`config.mk`:
```
export PLATFORM = sky130hd
export DESIGN_NAME = bcd_scan_decoder
export DESIGN_NICKNAME = d
export VERILOG_FILES = /design/src/rtl/bcd_pkg.sv /design/src/rtl/bcd_digit_decode.sv /design/src/rtl/bcd_scan_decoder.sv
export SDC_FILE = /design/constraint.sdc
export NUM_CORES = 1
export LEC_CHECK = 0
export CAP_MARGIN = 20
export CELL_PAD_IN_SITES_DETAIL_PLACEMENT = 1
export CELL_PAD_IN_SITES_GLOBAL_PLACEMENT = 2
export CORE_MARGIN = 2
export CORE_UTILIZATION = 33
export CTS_CLUSTER_DIAMETER = 100
export DETAILED_ROUTE_END_ITERATION = 7
export DONT_BUFFER_PORTS = 1
export GPL_ROUTABILITY_DRIVEN = 0
export PLACE_DENSITY_LB_ADDON = 0.1
export SETUP_SLACK_MARGIN = 0.02
export SLEW_MARGIN = 20
export SYNTH_ARGS = -nofsm -noshare
export SYNTH_HDL_FRONTEND = slang
export SYNTH_SLANG_ARGS = --single-unit
```
`constraint.sdc`:
```
create_clock -name clk -period 2.2 [get_ports clk]
set_input_delay 0.33 -clock clk [delete_from_list [all_inputs] [get_ports clk]]
set_output_delay 0.33 -clock clk [all_outputs]
set_load 0.01 [all_outputs]
```
`src/rtl/bcd_pkg.sv`:
```
// bcd_pkg: shared FSM states and BCD/decimal widths for the scan decoder
package bcd_pkg;
    typedef enum logic [1:0] {IDLE, SCAN, DONE} state_t;
    localparam int BCD_W = 4;
    localparam int BCD_MAX = 9;
    localparam int DEC_W = 10;
endpackage

```
`src/rtl/bcd_digit_decode.sv`:
```
// bcd_digit_decode: one BCD nibble to a one-hot decimal code plus an invalid-code flag
module bcd_digit_decode
    import bcd_pkg::*;
(
    input  logic [BCD_W-1:0] nibble,
    output logic [DEC_W-1:0] onehot,
    output logic             invalid
);
    always_comb begin
        invalid = nibble > BCD_W'(BCD_MAX);
        onehot = invalid ? '0 : DEC_W'(1) << nibble;
    end
endmodule

```
`src/rtl/bcd_scan_decoder.sv`:
```
// bcd_scan_decoder: scans a captured BCD word MS-first, one held one-hot digit at a time
module bcd_scan_decoder
    import bcd_pkg::*;
#(
    parameter int DIGITS = 4,
    parameter int HOLD_CYCLES = 1,
    parameter int BLANK_LEADING = 0
) (
    input  logic                  clk,
    input  logic                  rst,
    input  logic                  in_valid,
    output logic                  in_ready,
    input  logic [4*DIGITS-1:0]   bcd_word,
    output logic                  out_valid,
    output logic [DEC_W-1:0]      dec_onehot,
    output logic [DIGITS-1:0]     digit_sel,
    output logic                  digit_err,
    output logic                  blank,
    output logic                  done,
    output logic                  frame_err
);
    localparam int IW = DIGITS > 1 ? $clog2(DIGITS) : 1;
    localparam int HW = $clog2(HOLD_CYCLES + 1);
    state_t state, state_n;
    logic [IW-1:0] idx, idx_n;
    logic [HW-1:0] hold, hold_n;
    logic [4*DIGITS-1:0] word, word_n, shifted;
    logic lz, lz_n, err, err_n;
    logic [BCD_W-1:0] nib;
    logic [DEC_W-1:0] dec;
    logic inv, scan, last_hold;

    bcd_digit_decode u_dec (
        .nibble  (nib),
        .onehot  (dec),
        .invalid (inv)
    );

    always_ff @(posedge clk) begin
        if (rst) begin
            state <= IDLE;
            idx <= '0;
            hold <= '0;
            word <= '0;
            lz <= 1'b0;
            err <= 1'b0;
        end else begin
            state <= state_n;
            idx <= idx_n;
            hold <= hold_n;
            word <= word_n;
            lz <= lz_n;
            err <= err_n;
        end
    end

    always_comb begin
        state_n = state;
        idx_n = idx;
        hold_n = hold;
        word_n = word;
        lz_n = lz;
        err_n = err;
        case (state)
            IDLE: if (in_valid) begin
                state_n = SCAN;
                word_n = bcd_word;
                idx_n = IW'(DIGITS - 1);
                hold_n = '0;
                err_n = 1'b0;
                lz_n = BLANK_LEADING != 0;
            end
            SCAN: begin
                err_n = err | inv;
                lz_n = lz && nib == '0;
                hold_n = last_hold ? '0 : hold + HW'(1);
                idx_n = last_hold && idx != '0 ? idx - IW'(1) : idx;
                state_n = last_hold && idx == '0 ? DONE : SCAN;
            end
            default: state_n = IDLE;
        endcase
    end

    always_comb begin
        shifted = word >> (BCD_W * int'(idx));
        nib = shifted[BCD_W-1:0];
        scan = state == SCAN;
        last_hold = hold == HW'(HOLD_CYCLES - 1);
        in_ready = state == IDLE && !rst;
        out_valid = scan;
        blank = BLANK_LEADING != 0 && scan && lz && nib == '0 && idx != '0;
        digit_err = scan && inv;
        dec_onehot = scan && !blank ? dec : '0;
        digit_sel = scan ? DIGITS'(1) << idx : '0;
        done = state == DONE;
        frame_err = done && err;
    end
endmodule
```
==> flow_metrics.py <==
metrics = {
    "cells_and_area": {
        "nFillCells": 377,
        "finish.utilization": 0.395,
        "final_nets": 153,
        "finish.instance_area_sq_um": 1210,
        "drive_gt1_frac": 0.248,
        "antenna_cells": 0,
        "area_growth_syn_to_layout_pct": 14.2,
    },
    "cts": {
        "cts_inserted_buffers": 3,
        "postCtsHoldBufs": 0,
        "insertion_delay_ns": 0.31,
        "cts.sinks": 21,
        "clk_pin_slew_ns": 0.12,
        "htree_levels": 1,
        "root_buffer": "clkbuf_4",
        "cts_buffer_depth": 2,
        "cts_tree": "done",
    },
    "route": {
        "postRouteAntennaNets": 0,
        "viasPerCell": 4.99,
        "wirelength_microns": 2800,
        "drc": 0,
        "wl_per_cell_microns": 16.2,
        "vias": 863,
        "dr.pass1.iters": 2,
        "dr.first_iter.drc_count": 27,
    },
    "synth": {
        "synth-seq-cells": 21,
        "ys_async_sr_fraction": 0,
        "yosysMostFrequentCell": "nand2_1",
        "ys_types": 28,
        "synth_xor_area_frac": 0,
        "ys_top_cells_by_count": "34 x nand2_1, 21 x dfxtp_1, 16 x a21oi_1",
        "synthAdderAreaFrac": 0.0474,
        "synthMuxAreaShare": 0.0853,
        "yosys_warnings": 0,
        "synth_top_family_by_area": "simple AND/OR/NAND/NOR gates",
        "ys_seq_area_frac": 0.398,
        "synth_cells": 127,
        "yosys-top-cells-area": "dfxtp_1 40%, nand2_1 12%, mux4_2 8.5%",
        "synth_top_area_cell": "dfxtp_1",
        "syn_nets": 150,
        "yosysTopAreaCellShare": 0.398,
        "synth_edf_count": 0,
        "synth.avg_cell_area_sq_um": 8.32,
        "synth_compound_area_frac": 0.0983,
        "synthFlopType": "dfxtp_1",
        "synth_simple_gate_area_share": 0.314,
        "synth_area_sq_um": 1060,
    },
    "min_path": {
        "whs_path_depth": 1,
        "hold_class": "input pin to flip-flop",
        "whs_endpoint": "word[0]$_SDFFE_PP0P_",
        "hold_path_startpoint": "rst",
    },
    "power": {
        "p_leak_nw": 0.441,
        "power.density_nw_per_um2": 688,
        "peakVddDrop_mv": 0.307,
        "p_total_mw": 0.830,
    },
    "die": {
        "die_h_microns": 60.6,
        "rows": 20,
        "core-area_sq_um": 3050,
        "dieArea_sq_um": 3670,
        "die_x_microns": 60.6,
        "io_pins": 39,
        "initial_core_util": 0.346,
    },
    "sta": {
        "setup_viol": 2,
        "fin_skew_ns": 0.00418,
        "timing.hold.ws_ns": 0.0682,
        "timing.fmax_mhz": 453,
        "final_hold_viol_count": 0,
        "worstMarginPinSlew_ns": 0.568,
        "final.period_utilization": 1.00,
        "relSlewSlack": 0.620,
        "slew_violations": 0,
        "tns_ns": -0.00884,
        "worst_slack_ns": -0.00760,
        "rsz0062_at_grt": "true",
        "min_period_ns": 2.21,
    },
    "critical_path": {
        "reg2reg_depth": 6,
        "r2r_start": "idx[0]$_SDFFE_PP0P_",
        "cp.required_ns": 1.87,
        "r2r_setup_slack_ns": 0.46,
        "arrival_ns": 1.88,
        "path_class": "flip-flop to primary output",
        "worstPathMaxFanout": 5,
        "cp-start-kind": "flip-flop",
        "worstSetupEndpointType": "primary output",
        "reg2reg_to": "idx[1]$_SDFFE_PP0P_",
    },
    "grt": {
        "grt_max_degree": 24,
        "first_global_vias": 853,
        "grt_pass1_wl_microns": 4190,
        "gr-usage-all-layers": 0.157,
        "grt_antenna_before_repair": 0,
        "grt_overflow": 0,
    },
    "placement": {
        "dpl_cell_area_sq_um": 1080,
        "numPortBuffers": 0,
        "dp_hpwl_microns": 2040,
    },
    "outcome": {
        "status": "finished with violations",
        "violations": "setup timing",
    },
    "job": {
        "drv_cap": 0,
    },
}
==> kinds of logic (layout without fill, tap and decap cells) <==
logic type,count (synthesis),after routing
other,1,1
muxes,4,4
adders and majority gates,4,4
AOI/OAI and AO/OA,19,19
and+or+nand+nor,67,67
buffers and inverters,11,13
DFF,21,21
==> area by class of cell <==
type,count,area [sq um],area share
clock buffers,3,22.5,0.0187
repair buffers,7,56.3,0.0467
flip-flops and latches,21,425,0.353
clock inverters,1,5.00,0.00415
well taps,44,55.1,0.0456
inverters,2,7.51,0.00622
multi-input cells,95,634,0.526
==> worst max-delay path, cell delays in order (launching register included) <==
cell     delay (ns)
dfxtp_4        0.41
mux4_2         0.58
or3b_4         0.46
nor2_4         0.12
==> layout by cell type, fill, tap and decap left out, types with 2 or more instances in the layout <==
cell type / n
and2_1: 5
ha_1: 4
a21oi_1: 16
buf_4: 6
nand2_1: 34
nor2_4: 2
nor3_4: 2
nand3b_1: 2
nor2b_1: 2
nor3_1: 2
dfxtp_1: 19
nor2_2: 4
clkbuf_4: 3
mux4_2: 4
nor2_1: 4
inv_1: 2
==> metal layers <==
layer / global-route usage / routed length [microns] / share of wire
met3: 0.0469 / 151 / 0.054
met4: 0.0280 / 10 / 0.0036
met1: 0.206 / 1240 / 0.44
met2: 0.260 / 1400 / 0.50
met5: 0 / 0 / 0
==> where the power goes <==
part | total [mW] | switching, mW | internal (mW)
clock network | 0.190 | 0.123 | 0.0679
registers | 0.439 | 0.0289 | 0.410
logic | 0.200 | 0.116 | 0.0846
==> how the worst max path moves through the flow <==
stage,end,cells after the start,startpoint
floorplan,dec_onehot[0],4,idx[0]$_SDFFE_PP0P_
global placement,dec_onehot[0],3,idx[0]$_SDFFE_PP0P_
detailed placement,dec_onehot[0],3,idx[0]$_SDFFE_PP0P_
CTS,dec_onehot[2],3,idx[0]$_SDFFE_PP0P_
global route,dec_onehot[2],3,idx[0]$_SDFFE_PP0P_
finish,dec_onehot[0],3,idx[0]$_SDFFE_PP0P_
==> sequential cells by signal, indices dropped and copies added (netlist names) <==
register,flops
idx,2
word,16
state,2
err,1
==> stage by stage <==
stage               setup WS (ns)  cells
floorplan                   0.270    127
global placement            0.215    165
detailed placement          0.141    165
CTS                       -0.0128    171
global route              -0.0803    173
finish                   -0.00760    173
==> what timing repair did <==
item,CTS,global route
gates resized for setup,8,10
pin swaps,1,5
endpoints found under the hold margin,0,0
setup buffers,2,2
endpoints found under the setup margin,10,9
Note: power is estimated with default switching activity, not from simulation.
